<file path="config.mk">
export PLATFORM = sky130hd
export DESIGN_NAME = liteeth_sram_fifo_ctrl
export DESIGN_NICKNAME = d
export VERILOG_FILES = /design/src/rtl/liteeth_sram_fifo_ctrl.sv
export SDC_FILE = /design/constraint.sdc
export NUM_CORES = 1
export LEC_CHECK = 0
export ABC_AREA = 1
export BUFFER_PORTS_ARGS = -buffer_cell sky130_fd_sc_hd__buf_2
export CAP_MARGIN = 20
export CELL_PAD_IN_SITES_DETAIL_PLACEMENT = 1
export CELL_PAD_IN_SITES_GLOBAL_PLACEMENT = 1
export CORE_ASPECT_RATIO = 1.25
export CORE_UTILIZATION = 33
export CTS_CLUSTER_DIAMETER = 100
export CTS_CLUSTER_SIZE = 24
export DETAILED_ROUTE_END_ITERATION = 8
export HOLD_SLACK_MARGIN = 0.12
export PLACE_DENSITY_LB_ADDON = 0.1
export SETUP_SLACK_MARGIN = 0.4
export SYNTH_ARGS = -nofsm -noshare
export SYNTH_HDL_FRONTEND = slang
export SYNTH_SLANG_ARGS = --single-unit
</file>
<file path="constraint.sdc">
create_clock -name clk0 -period 4.3 [get_ports clk0]
set_input_delay 0.43 -clock clk0 [delete_from_list [all_inputs] [get_ports clk0]]
set_output_delay 0.43 -clock clk0 [all_outputs]
set_load 0.005 [all_outputs]
</file>
<file path="src/rtl/liteeth_sram_fifo_ctrl.sv">
// Streaming FIFO controller driving a 1RW1R SRAM macro, drained into a 2-entry output skid buffer.
// Optional registered almost_full/almost_empty flags: define LITEETH_SRAM_FIFO_ALMOST_EN.
module liteeth_sram_fifo_ctrl #(
  parameter int BITS       = 32,
  parameter int WORD_DEPTH = 384,
  parameter int ADDR_WIDTH = 9
`ifdef LITEETH_SRAM_FIFO_ALMOST_EN
  ,
  parameter int AF_THRESH  = 376,
  parameter int AE_THRESH  = 8
`endif
) (
  input  logic                  clk0,
  input  logic                  rst_n,
  input  logic                  flush,
  input  logic                  s_valid,
  output logic                  s_ready,
  input  logic [BITS-1:0]       s_data,
  output logic                  m_valid,
  input  logic                  m_ready,
  output logic [BITS-1:0]       m_data,
  output logic [ADDR_WIDTH-1:0] level,
  output logic                  ce_rw1,
  output logic                  we_in_rw1,
  output logic [BITS-1:0]       w_mask_rw1,
  output logic [ADDR_WIDTH-1:0] addr_rw1,
  output logic [BITS-1:0]       wd_in_rw1,
  input  logic [BITS-1:0]       rd_out_rw1,
  output logic                  ce_r1,
  output logic [ADDR_WIDTH-1:0] addr_r1,
  input  logic [BITS-1:0]       rd_out_r1
`ifdef LITEETH_SRAM_FIFO_ALMOST_EN
  ,
  output logic                  almost_full,
  output logic                  almost_empty
`endif
);

  localparam logic [ADDR_WIDTH-1:0] LAST_ADDR = ADDR_WIDTH'(WORD_DEPTH - 1);
  localparam logic [ADDR_WIDTH-1:0] FULL_CNT  = ADDR_WIDTH'(WORD_DEPTH);
  localparam logic [ADDR_WIDTH-1:0] ONE       = ADDR_WIDTH'(1);

  logic [ADDR_WIDTH-1:0] wr_ptr, wr_ptr_nxt;
  logic [ADDR_WIDTH-1:0] rd_ptr, rd_ptr_nxt;
  logic [ADDR_WIDTH-1:0] mem_cnt, mem_cnt_nxt;
  logic [ADDR_WIDTH-1:0] level_q, level_nxt;
  logic                  inflight, inflight_nxt;
  logic [1:0]            obuf_cnt, obuf_cnt_nxt;
  logic [BITS-1:0]       obuf0, obuf0_nxt;
  logic [BITS-1:0]       obuf1, obuf1_nxt;

  logic       do_write;
  logic       do_issue;
  logic       pop;
  logic [1:0] occ;
  logic       unused_rd_rw;

  // The RW port is only ever written; its read data has no consumer.
  assign unused_rd_rw = ^rd_out_rw1;

  assign m_valid = (obuf_cnt != 2'd0);
  assign m_data  = obuf0;
  assign level   = level_q;
  assign pop     = m_valid & m_ready;

  assign s_ready  = rst_n & ~flush & (mem_cnt != FULL_CNT);
  assign do_write = s_valid & s_ready;

  // A read may be issued when the skid buffer plus the pending read leaves room, counting this cycle's pop.
  assign occ      = obuf_cnt + {1'b0, inflight};
  assign do_issue = rst_n & ~flush & (mem_cnt != '0) &
                    ((occ < 2'd2) | ((occ == 2'd2) & pop));

  assign ce_rw1     = do_write;
  assign we_in_rw1  = do_write;
  assign w_mask_rw1 = '1;
  assign addr_rw1   = do_write ? wr_ptr : '0;
  assign wd_in_rw1  = do_write ? s_data : '0;
  assign ce_r1      = do_issue;
  assign addr_r1    = do_issue ? rd_ptr : '0;

  always_comb begin
    wr_ptr_nxt   = wr_ptr;
    rd_ptr_nxt   = rd_ptr;
    obuf0_nxt    = obuf0;
    obuf1_nxt    = obuf1;
    obuf_cnt_nxt = obuf_cnt;
    inflight_nxt = do_issue;
    mem_cnt_nxt  = mem_cnt + ADDR_WIDTH'(do_write) - ADDR_WIDTH'(do_issue);

    if (do_write) wr_ptr_nxt = (wr_ptr == LAST_ADDR) ? '0 : wr_ptr + ONE;
    if (do_issue) rd_ptr_nxt = (rd_ptr == LAST_ADDR) ? '0 : rd_ptr + ONE;

    // obuf_cnt never exceeds 1 while a capture is pending, so a push always has a free slot.
    case ({inflight, pop})
      2'b10: begin
        if (obuf_cnt == 2'd0) obuf0_nxt = rd_out_r1;
        else                  obuf1_nxt = rd_out_r1;
        obuf_cnt_nxt = obuf_cnt + 2'd1;
      end
      2'b01: begin
        obuf0_nxt    = obuf1;
        obuf_cnt_nxt = obuf_cnt - 2'd1;
      end
      2'b11: begin
        if (obuf_cnt == 2'd1) begin
          obuf0_nxt = rd_out_r1;
        end else begin
          obuf0_nxt = obuf1;
          obuf1_nxt = rd_out_r1;
        end
      end
      default: ;
    endcase

    if (flush) begin
      wr_ptr_nxt   = '0;
      rd_ptr_nxt   = '0;
      mem_cnt_nxt  = '0;
      inflight_nxt = 1'b0;
      obuf_cnt_nxt = 2'd0;
      obuf0_nxt    = '0;
      obuf1_nxt    = '0;
    end

    level_nxt = mem_cnt_nxt + ADDR_WIDTH'(inflight_nxt) + ADDR_WIDTH'(obuf_cnt_nxt);
  end

  always_ff @(posedge clk0) begin
    if (!rst_n) begin
      wr_ptr   <= '0;
      rd_ptr   <= '0;
      mem_cnt  <= '0;
      inflight <= 1'b0;
      obuf_cnt <= 2'd0;
      obuf0    <= '0;
      obuf1    <= '0;
      level_q  <= '0;
    end else begin
      wr_ptr   <= wr_ptr_nxt;
      rd_ptr   <= rd_ptr_nxt;
      mem_cnt  <= mem_cnt_nxt;
      inflight <= inflight_nxt;
      obuf_cnt <= obuf_cnt_nxt;
      obuf0    <= obuf0_nxt;
      obuf1    <= obuf1_nxt;
      level_q  <= level_nxt;
    end
  end

`ifdef LITEETH_SRAM_FIFO_ALMOST_EN
  always_ff @(posedge clk0) begin
    if (!rst_n) begin
      almost_full  <= 1'b0;
      almost_empty <= 1'b1;
    end else begin
      almost_full  <= (level_nxt >= ADDR_WIDTH'(AF_THRESH));
      almost_empty <= (level_nxt <= ADDR_WIDTH'(AE_THRESH));
    end
  end
`endif

endmodule

</file>
; Word level (Yosys, flattened, before mapping)
; Index checks and enable logic that the tools add are counted.
[word_totals]
input_bits = 101
out_inout_bits = 128
register_bits = 103
[op_classes]
eq_ne = 11
n_addsub = 9
n_bitwise = 10
n_lt_le_gt_ge = 1
n_mux = 15
n_reduce_logical = 8
[op_table]
columns = cell, n
row1 = $mux 32, 5
row2 = $pmux 32 s3, 1
row3 = $pmux 32 s2, 1
row4 = $mux 9, 5
row5 = $add 9x1->9, 2
row6 = $add 9x1->9 const B, 2
row7 = $eq 9x9->1 const B, 2
row8 = $add 9x2->9, 1
row9 = $ne 9x9->1 const B, 1
row10 = $reduce_bool 9->1, 1
row11 = $sub 9x1->9, 1
row12 = $and 1x1->1, 7
row13 = $eq 2x2->1 const B, 3
row14 = $ne 2x2->1 const B, 3
row15 = $eq 2x1->1 const B, 2
row16 = $pmux 2 s2, 1
row17 = $reduce_bool 2->1, 2
row18 = $reduce_and 3->1, 1
row19 = $reduce_bool 3->1, 1
row20 = $add 2x1->2, 1
row21 = $add 2x1->2 const B, 1
row22 = $logic_not 2->1, 1
row23 = $lt 2x2->1 const B, 1
row24 = $mux 2, 1
row25 = 6 further kinds, 7

; Longest topological paths before layout
; Gate-level depths: netlist of the first run.
[logic_depth]
word_depth = 9
depth_mapped = 24
depth_no_buf = 22

; Worst setup path before layout of the first run
; Ideal clock, no wire load.
[synth_timing]
path_kind = register to register
from = register obuf_cnt[1]
to = register level_q[8], in the netlist level[8]
setup_ns = 0.115
arrival_time_ns = 3.491
path_stages_with_launch = 24
synth_period_minus_slack_ns = 3.606
n_path_buf = 2
slack_ns = 0.694
required_ns = 4.185
path_cell_list = dfxtp_1 -> inv_1 -> ha_1 -> inv_2 -> nand2_1 -> o21ai_1 -> nand3_1 -> buf_6 -> buf_2 -> inv_1 -> ha_1 -> inv_1 -> ha_1 -> fa_1 -> inv_1 -> nor2_1 -> inv_1 -> fa_1 -> nor2_1 -> nand3_2 -> nor2_2 -> nand3_1 -> nand2_1 -> nor2_1
[synth_between]
elab_chain_cells = 9
word_cells_on_any_way = 19
[synth_lines]
columns = element, line
row1 = start: declaration, 48  ; logic [1:0] obuf_cnt, obuf_cnt_nxt;
row2 = start signal: assignment, 144  ; obuf_cnt <= obuf_cnt_nxt;
row3 = $reduce_bool 2->1, 61  ; assign m_valid = (obuf_cnt != 2'd0);
row4 = net m_valid, 19  ; output logic m_valid,
row5 = $and 1x1->1, 64  ; assign pop = m_valid & m_ready;
row6 = $and 1x1->1, 72  ; ((occ < 2'd2) | ((occ == 2'd2) & pop));
row7 = $or 1x1->1, 72
row8 = $and 1x1->1, 71  ; assign do_issue = rst_n & ~flush & (mem_cnt != '0) &
row9 = net ce_r1, 29  ; output logic ce_r1,
row10 = $sub 9x1->9, 89  ; mem_cnt_nxt = mem_cnt + ADDR_WIDTH'(do_write) - ADDR_WIDTH'(do_issue);
row11 = $mux 9, 116  ; if (flush) begin
row12 = net mem_cnt_nxt[1], 45  ; logic [ADDR_WIDTH-1:0] mem_cnt, mem_cnt_nxt;
row13 = $add 9x1->9, 126  ; level_nxt = mem_cnt_nxt + ADDR_WIDTH'(inflight_nxt) + ADDR_WIDTH'(obuf_cnt_nxt);
row14 = $add 9x2->9, 126
row15 = end signal: assignment, 147  ; level_q <= level_nxt;
row16 = end: declaration, 46  ; logic [ADDR_WIDTH-1:0] level_q, level_nxt;
; The timed path passes the listed nets, and every way through them passes these cells.
; A chain may end at the register's enable or synchronous reset.

; Worst setup path after layout of the first run
[layout_timing]
from = register obuf_cnt[1]
to = register level_q[8], in the netlist level[8]
[layout_between]
elab_chain_cells = 9
word_cells_on_any_way = 19
[layout_lines]
columns = element, line
row1 = $add 2x1->2 or $reduce_bool 2->1 (tied branches), "70, 61"
row2 = $eq 2x2->1 or $and 1x1->1 (tied branches), "72, 64"
row3 = $and 1x1->1, 72
row4 = $or 1x1->1 *, 72
row5 = $and 1x1->1 *, 71
row6 = $sub 9x1->9 *, 89
row7 = $mux 9 *, 116
row8 = net mem_cnt_nxt[1], 45
row9 = $add 9x1->9 *, 126
row10 = $add 9x2->9 *, 126
; The timed path passes the listed nets; every way through them passes the cells marked *.

==> impl_metrics.tcl, run 1 <==
set metrics [dict create \
    cts_buffers 9 \
    ant_nets 0 \
    synth_cell_types 30 \
    min_period_ps 3621 \
    drt_iter0_drc 309 \
    clkTransAtPathRegs_ps 70 \
    vias_per_cell 4.702 \
    cp-end-kind "register" \
    synth_area_per_cell_um2 6.880 \
    area_growth_pct 21.67 \
    grt_pass1_vias 5474 \
    status "finished clean" \
    fmax_mhz 276.2 \
    dr.pass1.iters 4 \
    grt_max_degree 77 \
    cap_violations 0 \
    crit_fanout 4 \
    ir_drop_mv 0.2143 \
    drc_errors 0 \
    critical_path_class "register to register" \
    antenna_found_initial 0 \
    clk_latency_ps 360 \
    fin_setup_tns_ps 0 \
    dp.cells 1160 \
    fin_area_um2 6814 \
    wl_um 16720 \
    r2r_cells 21 \
    nNetsFinal 1082 \
    p_leak_nw 3.565 \
    place_hpwl_um 11820 \
    routedWlPerCell_um 14.21 \
    port_buffers 164 \
    grt.total_usage_pct 19.49 \
    initial_utilization_pct 34.16 \
    cts_setup_buffers 0 \
    synth_seq_area_share_pct 36.82 \
    drive_gt1_share_pct 21.64 \
    dieArea_um2 17500 \
    pin_count 229 \
    placed_area_um2 6452 \
    period_share_pct 84.21 \
    relSlewSlack_pct 34.69 \
    hold_depth 3 \
    hold_viol_final 0 \
    hp-class "primary input to register" \
    rsz0062_at_grt "no" \
    row_count 52 \
    cts_sinks 103 \
    grt_overflow_total 0 \
    die_w_um 118.5 \
    cts_root_buf "clkbuf_16" \
    ys_ff_latch 103 \
    netlist_instances 814 \
    slew_violations 0 \
    crit_arrival_ps 3880 \
    finalNonFillerCells 1177 \
    final.setup_skew_ps 7.188 \
    htree_levels 3 \
    gp_congestion 0.8031 \
    grt_pass1_wl_um 27480 \
    finish.utilization_pct 41.56 \
    core_area_um2 16400 \
    synth_area_um2 5600 \
    antenna_cells 0 \
    ys_warn_count 0 \
    powerDensity_nw_per_um2 484.9 \
    cts_max_path_buffers 2 \
    num_vias 5534 \
    cp-start-kind "register" \
    setup-violations-final 0 \
    die_h_um 147.7 \
    whs_ps 307.0 \
    critPathRequiredTime_ps 4560 \
    tightest_slew_ps 978.6 \
    cts_tree "yes" \
]
-- routing by layer --
metal	GRT usage (%)	vias to the layer above	wire (um)
met5	0	-	0
li1	-	2817	-
met3	3.434	15	585
met2	33.63	98	8169
met4	5.886	0	206
met1	24.66	2604	7762
-- state kept, by name (all words and copies together) (netlist names) --
signal / flops
rd_ptr: 9
wr_ptr: 9
level: 9
mem_cnt: 9
m_data: 32
obuf1: 32
obuf_cnt: 2
inflight: 1
-- layout by cell type, fill, tap and decap left out, types with 8 or more instances in the layout --
master	n
conb_1	32
nor2_1	160
buf_2	164
clkbuf_16	9
dfxtp_1	102
o211ai_1	32
o21ai_0	111
inv_1	131
nand3_1	54
nor3_1	9
nand2_1	55
ha_1	22
buf_4	8
a21oi_1	27
-- final timing paths --
check	startpoint	end	slack, ps
setup / recovery	obuf_cnt[1]	level[8]	680
hold / removal	rd_out_r1[1]	obuf1[1]	310
setup reg to reg	obuf_cnt[1]	level[8]	680
hold reg to reg	wr_ptr[3]	wr_ptr[3]	470
-- cell families (layout without fill, tap and decap cells) --
| group | count (synthesis) | after routing | synth area share (%) |
|---|---|---|---|
| AND/OR/NAND/NOR | 297 | 297 | 22.50 |
| AO/OA/AOI/OAI | 176 | 176 | 17.31 |
| adder cells (fa/ha/maj) | 25 | 25 | 5.987 |
| flip-flops | 103 | 103 | 36.82 |
| buffers and inverters | 207 | 323 | 16.53 |
| other | 1 | 32 | 0.06696 |
| XOR/XNOR | 5 | 5 | 0.7819 |
-- power breakdown --
| part | switching (mW) | internal [mW] | total (mW) |
|---|---|---|---|
| clock | 0.387 | 0.530 | 0.917 |
| sequential | 0.0645 | 1.09 | 1.16 |
| combinational | 0.806 | 0.426 | 1.23 |
-- final cells by class --
| class | instances | area [um^2] |
|---|---|---|
| Clock buffer | 10 | 239.0 |
| Clock inverter | 6 | 91.34 |
| Fill cell | 2191 | 9582 |
| Inverter | 134 | 503.0 |
| Multi-Input combinational cell | 535 | 2739 |
| Sequential cell | 103 | 2063 |
| Tap cell | 216 | 270.3 |
| Timing Repair Buffer | 173 | 908.4 |
-- worst max-delay path: stages, from the launching register on --
cell     delay (ps)
dfxtp_1         320
inv_1           100
ha_1            200
inv_2            70
nand2_1         170
o21ai_1          90
nand3_1         120
inv_1            60
ha_1            260
inv_1            40
ha_1            230
fa_1            500
inv_1            60
nor2_1          130
inv_1            80
fa_1            470
nor2_2          170
nand3_2         120
nor2_2          140
nand3_1         100
nand2_1          60
nor2_1           40
-- cell usage after synthesis (all sizes together) --
master    n  area, um^2
a21oi    27       135.1
and3      1       6.260
buf      48       329.1
clkbuf   25       93.84
conb      1       3.750
dfxtp   103        2062
fa        3       60.06
ha       22       275.3
inv     134       503.0
nand2    57       219.0
nand3    56       290.3
nand4     3       18.77
nor2    169       664.4
nor3     10       55.05
nor4      1       6.260
o211ai   32       240.2
o21a      1       7.510
o21ai   115       579.3
o21bai    1       7.510
xor2      5       43.79
-- per-stage QoR --
stage / setup WS, ps / power, mW
floorplan: 693.6 / 2.047
global placement: 675.9 / 2.391
detailed placement: 581.6 / 2.405
CTS: 566.1 / 3.337
global route: 402.8 / 3.580
finish: 679.1 / 3.304
-- what timing repair did --
item                       in CTS  in global routing
resized for setup               0                  2
hold buffers                    0                  0
setup endpoints to repair       0                  2
(Power assumes the default switching activity.)
==> run 2, diff against run 1 <==
Settings changed: CORE_UTILIZATION 33 to 30.
Clock period 4.3 ns to 3.1 ns, I/O delays scaled along.
==> run 2 against run 1 <==
Net effect: sequential cell count is the same; critical path depth is the same; clock power grew 20%; register-to-register slack lost 630 ps; global-route usage shrank 2.2 points; sequential share of layout area shrank 1.6 points; final area grew 5.8%; die area grew 9.8%; worst hold slack lost 120 ps; sequential power grew 38%; wire length grew 0.16%; critical path type unchanged.
==> impl_metrics.tcl, run 2 (same netlist as run 1, synthesis figures left out) <==
set metrics [dict create \
    status "finished clean" \
    most-common-layout-cells "buf_2 (164), nor2_1 (153), inv_1 (124), o21ai_0 (109), dfxtp_1 (99)" \
    hold_viol_final 0 \
    critical_path_class "register to register" \
    setup-violations-final 0 \
    crit_arrival_ps 3300 \
    placed_area_um2 6731 \
    drt_iter0_drc 232 \
    critPathBufInv 5 \
    htree_levels 3 \
    drive_gt1_share_pct 27.36 \
    num-fill-cells 2363 \
    slowest_delay_ps 490 \
    dieArea_um2 19220 \
    die_w_um 124.2 \
    core_area_um2 18170 \
    grt_pass1_wl_um 27060 \
    cts_sinks 103 \
    r2r_cells 21 \
    tightest_slew_ps 781.3 \
    grt_pass1_vias 5482 \
    cp-start-kind "register" \
    dr.pass1.iters 4 \
    cp-end-kind "register" \
    period_share_pct 98.47 \
    grt_max_degree 77 \
    clk_latency_ps 350 \
    hp-start "rd_out_r1[31]" \
    p_leak_nw 3.709 \
    nNetsFinal 1115 \
    port_buffers 164 \
    vias_per_cell 4.602 \
    hold_depth 3 \
    rsz0062_at_grt "yes" \
    cts_root_buf "clkbuf_16" \
    critPathRequiredTime_ps 3350 \
    clkTransAtPathRegs_ps 80 \
    multi_input_area_um2 2879 \
    finish.utilization_pct 39.70 \
    cp_top_family "adder cells" \
    crit_fanout 3 \
    cap_violations 0 \
    row_count 55 \
    finalNonFillerCells 1222 \
    ir_drop_mv 0.4114 \
    layout_commonest_cell "buf_2" \
    powerDensity_nw_per_um2 651.9 \
    rr_endpoint "level[8]" \
    grt_overflow_total 0 \
    num_vias 5624 \
    fmax_mhz 327.6 \
    initial_utilization_pct 30.83 \
    die_h_um 154.8 \
    final.setup_skew_ps 8.503 \
    ant_nets 0 \
    gp_congestion 0.7214 \
    dp.cells 1196 \
    area_growth_pct 28.78 \
    cts_tree "yes" \
    cts_buffers 9 \
    antenna_found_initial 0 \
    grt.total_usage_pct 17.24 \
    routedWlPerCell_um 13.71 \
    cts_max_path_buffers 2 \
    hold_buffers 0 \
    hp-class "primary input to register" \
    hold_path_end "obuf1[31]" \
    crit_slowest_cell "fa_1" \
    reg2reg_slack_ps 50 \
    r2r-start "mem_cnt[2]" \
    min_period_ps 3052 \
    place_hpwl_um 11850 \
    relSlewSlack_pct 47.91 \
    seq_area_um2 2067 \
    wl_um 16750 \
    antenna_cells 0 \
    whs_ps 189.6 \
    pin_count 229 \
    slew_violations 0 \
    fin_area_um2 7212 \
    drc_errors 0 \
    cp_cell_sequence "inv_2 -> ha_4 -> nand2_4 -> nor2_4 -> nand4_1 -> nand3_2 -> inv_4 -> ha_4 -> inv_2 -> ha_4 -> fa_1 -> inv_2 -> nor2_4 -> inv_2 -> fa_2 -> nor2_4 -> nand3_4 -> nor2_4 -> nand3_2 -> nand2_1 -> nor2_1" \
]
==> run 2: per-layer routing <==
metal | share of wire [%] | up-vias | GRT usage, %
met4 | 1.5 | 0 | 5.909
met3 | 4.0 | 17 | 2.733
met1 | 45 | 2628 | 20.87
met2 | 50 | 105 | 30.78
li1 | - | 2874 | -
met5 | 0 | - | 0
==> run 2: power breakdown <==
| group | switching (mW) | internal (mW) | total, mW |
|---|---|---|---|
| Sequential | 0.0838 | 1.51 | 1.60 |
| Clock | 0.543 | 0.556 | 1.10 |
| Combinational | 1.24 | 0.761 | 2.00 |
| Total | 1.87 | 2.83 | 4.70 |
==> run 2: repair_timing <==
action                     in CTS  in global routing
setup endpoints to repair       9                 10
setup buffers                   6                  3
resized for setup              17                 10
pin swaps                      13                  4
==> run 2: through the flow <==
stage,setup WS [ps],TNS (ps),power [mW]
6_report,47.52,0,4.701
5_1_grt,-101.6,-400.0,5.103
4_1_cts,-6.678,-12.78,4.702
3_5_place_dp,-203.3,-444.0,3.504
3_3_place_gp,-128.5,-257.2,3.448
2_1_floorplan,-169.9,-326.3,2.870
==> run 2: worst max path at each step <==
stage | slack [ps] | to | start | cells past startpoint
2_1_floorplan | -170 | level[8] | mem_cnt[2] | 23
5_1_grt | -100 | level[8] | mem_cnt[2] | 21
3_5_place_dp | -200 | level[8] | mem_cnt[2] | 21
4_1_cts | -7 | level[6] | mem_cnt[2] | 20
3_3_place_gp | -130 | level[8] | mem_cnt[2] | 21
6_report | 50 | level[8] | mem_cnt[2] | 21
==> run 2: layout make-up <==
cell class / instances / share of cell area (%)
multi-input combinational: 535 / 39.92
sequential: 103 / 28.66
timing repair buffer: 206 / 16.59
inverter: 134 / 7.009
tap: 228 / 3.956
clock buffer: 10 / 3.175
clock inverter: 6 / 0.6940
==> run 2: worst reg2reg max path, delay by kind of cell (launching register included) <==
family	cells	cell delay, ps
DFF	1	330
buffers and inverters	5	250
adders and majority gates	5	1390
and+or+nand+nor	11	960
==> run 3, diff against run 2 <==
Settings changed: CORE_ASPECT_RATIO 1.25 to 1.5.
==> run 3 against run 2 <==
Net effect: the run now ends with setup timing left; clock skew grew 5.2 ps; die area about the same; power increased by 0.59%; final area increased by 1.1%; non-clock buffer count increased by 7; core utilization is 0.59 points higher; global-route usage is 1.8 points higher; critical endpoint unchanged.
==> impl_metrics.tcl, run 3 (same netlist as run 1, synthesis figures left out) <==
set metrics [dict create \
    status "complete, but fails checks" \
    violations "setup timing" \
    grt.total_usage_pct 19.09 \
    seq_power_share_pct 33.9 \
    min_period_ps 3116 \
    relSlewSlack_pct 48.36 \
    power.internal_mw 2.840 \
    num-fill-cells 2357 \
    powerDensity_nw_per_um2 648.7 \
    switchingPower_mw 1.889 \
    drt_iter0_drc 288 \
    num_vias 5676 \
    grt_overflow_total 0 \
    netSwitchingFraction_pct 39.94 \
    critPathRequiredTime_ps 3360 \
    htree_levels 3 \
    slew_violations 0 \
    grt_pass1_vias 5895 \
    cts_max_path_buffers 2 \
    cp-start-kind "register" \
    crit_fanout 3 \
    gp_congestion 0.7668 \
    p_leak_nw 3.747 \
    row_count 60 \
    place_hpwl_um 12540 \
    reg2reg_slack_ps -20 \
    setup_ws_ps -15.56 \
    antenna_cells 0 \
    ir_drop_mv 0.3112 \
    power.share.combinational_pct 41.6 \
    critical_path_class "register to register" \
    rsz0062_at_grt "yes" \
    core_area_um2 18090 \
    clk_latency_ps 370 \
    die_w_um 113.6 \
    port_buffers 164 \
    cp-end-kind "register" \
    cts_tree "yes" \
    power_frac_clock_pct 24.5 \
    hold_buffers 0 \
    drive_gt1_share_pct 28.17 \
    antenna_found_initial 0 \
    fmax_mhz 321.0 \
    cts_sinks 103 \
    ant_nets 0 \
    cts_buffers 9 \
    layout_commonest_cell "buf_2" \
    hp-class "primary input to register" \
    most-common-layout-cells "buf_2 (164), nor2_1 (152), inv_1 (124), o21ai_0 (108), dfxtp_1 (100)" \
    hold_viol_final 0 \
    dieArea_um2 19230 \
    cap_violations 0 \
    fin_setup_tns_ps -15.56 \
    final.setup_skew_ps 13.72 \
    crit_arrival_ps 3380 \
    grt_max_degree 77 \
    grt_pass1_wl_um 29030 \
    initial_utilization_pct 30.95 \
    pin_count 229 \
    routedWlPerCell_um 13.89 \
    clkTransAtPathRegs_ps 80 \
    tightest_slew_ps 774.7 \
    nNetsFinal 1122 \
    whs_ps 177.7 \
    area_growth_pct 30.16 \
    vias_per_cell 4.544 \
    cts_root_buf "clkbuf_16" \
    setup-violations-final 1 \
    die_h_um 169.3 \
    period_share_pct 100.5 \
    dr.pass1.iters 4 \
    wl_um 17350 \
    drc_errors 0 \
]
==> run 3: per-layer routing <==
layer  up-vias  global-route usage, %  share of wire [%]
met2        93                  35.47                 54
met5         -                      0                  0
met3        18                  2.464                2.5
met4         0                  7.952                2.1
met1      2668                  21.61                 42
li1       2897                      -                  -
==> run 3: timing repair <==
| item | 4_1_cts | 5_1_grt |
|---|---|---|
| pin swaps | 11 | 6 |
| endpoints found under the setup margin | 8 | 10 |
| buffers inserted | 3 | 0 |
| gates resized for setup | 15 | 12 |
==> run 3: power by group through the flow <==
stage,registers [mW],clock network (mW),logic [mW]
finish,1.60,1.16,1.97
global route,1.62,1.27,2.26
CTS,1.60,1.22,1.97
detailed placement,1.63,0,1.91
global placement,1.63,0,1.89
floorplan,1.63,0,1.24
==> run 3: final timing paths <==
check | depth (start not counted) | start | end
worst min register to register | 2 | wr_ptr[3] | wr_ptr[3]
worst min-delay path | 3 | rd_out_r1[19] | obuf1[19]
worst max register to register | 21 | mem_cnt[2] | level[8]
worst max-delay path | 21 | mem_cnt[2] | level[8]
==> run 3: worst max-delay path, stage by stage (launching register included) <==
cell	delay (ps)
dfxtp_2	330
inv_2	70
ha_4	130
nand2_2	50
nor2_2	90
nand4_1	130
nand3_2	140
inv_4	50
ha_4	250
inv_2	40
ha_4	150
fa_1	490
inv_2	50
nor2_4	90
inv_2	40
fa_2	360
nor2_4	140
nand3_4	100
nor2_4	160
nand3_2	80
nand2_1	60
nor2_1	40
==> run 3: final cells by class <==
cell class                 count  area [um^2]  share of cell area (%)
timing repair buffer         213         1217                   16.70
sequential                   103         2066                   28.34
multi-input combinational    535         2887                   39.60
tap                          248        310.3                   4.257
clock inverter                 7        78.83                   1.081
clock buffer                   9        225.2                   3.090
inverter                     134        505.5                   6.934
==> run 3: per-stage QoR <==
| stage | cells | power, mW | util [%] | cell area (um^2) | worst slack, ps |
|---|---|---|---|---|---|
| 2_1_floorplan | 845 | 2.870 | - | 5767 | -169.9 |
| 3_3_place_gp | 1230 | 3.518 | 37.90 | 6857 | -198.4 |
| 3_5_place_dp | 1230 | 3.539 | 37.90 | 6857 | -220.1 |
| 4_1_cts | 1249 | 4.789 | 40.06 | 7248 | -93.54 |
| 5_1_grt | 1249 | 5.149 | 40.29 | 7289 | -248.3 |
| 6_report | 1249 | 4.729 | 40.29 | 7289 | -15.56 |
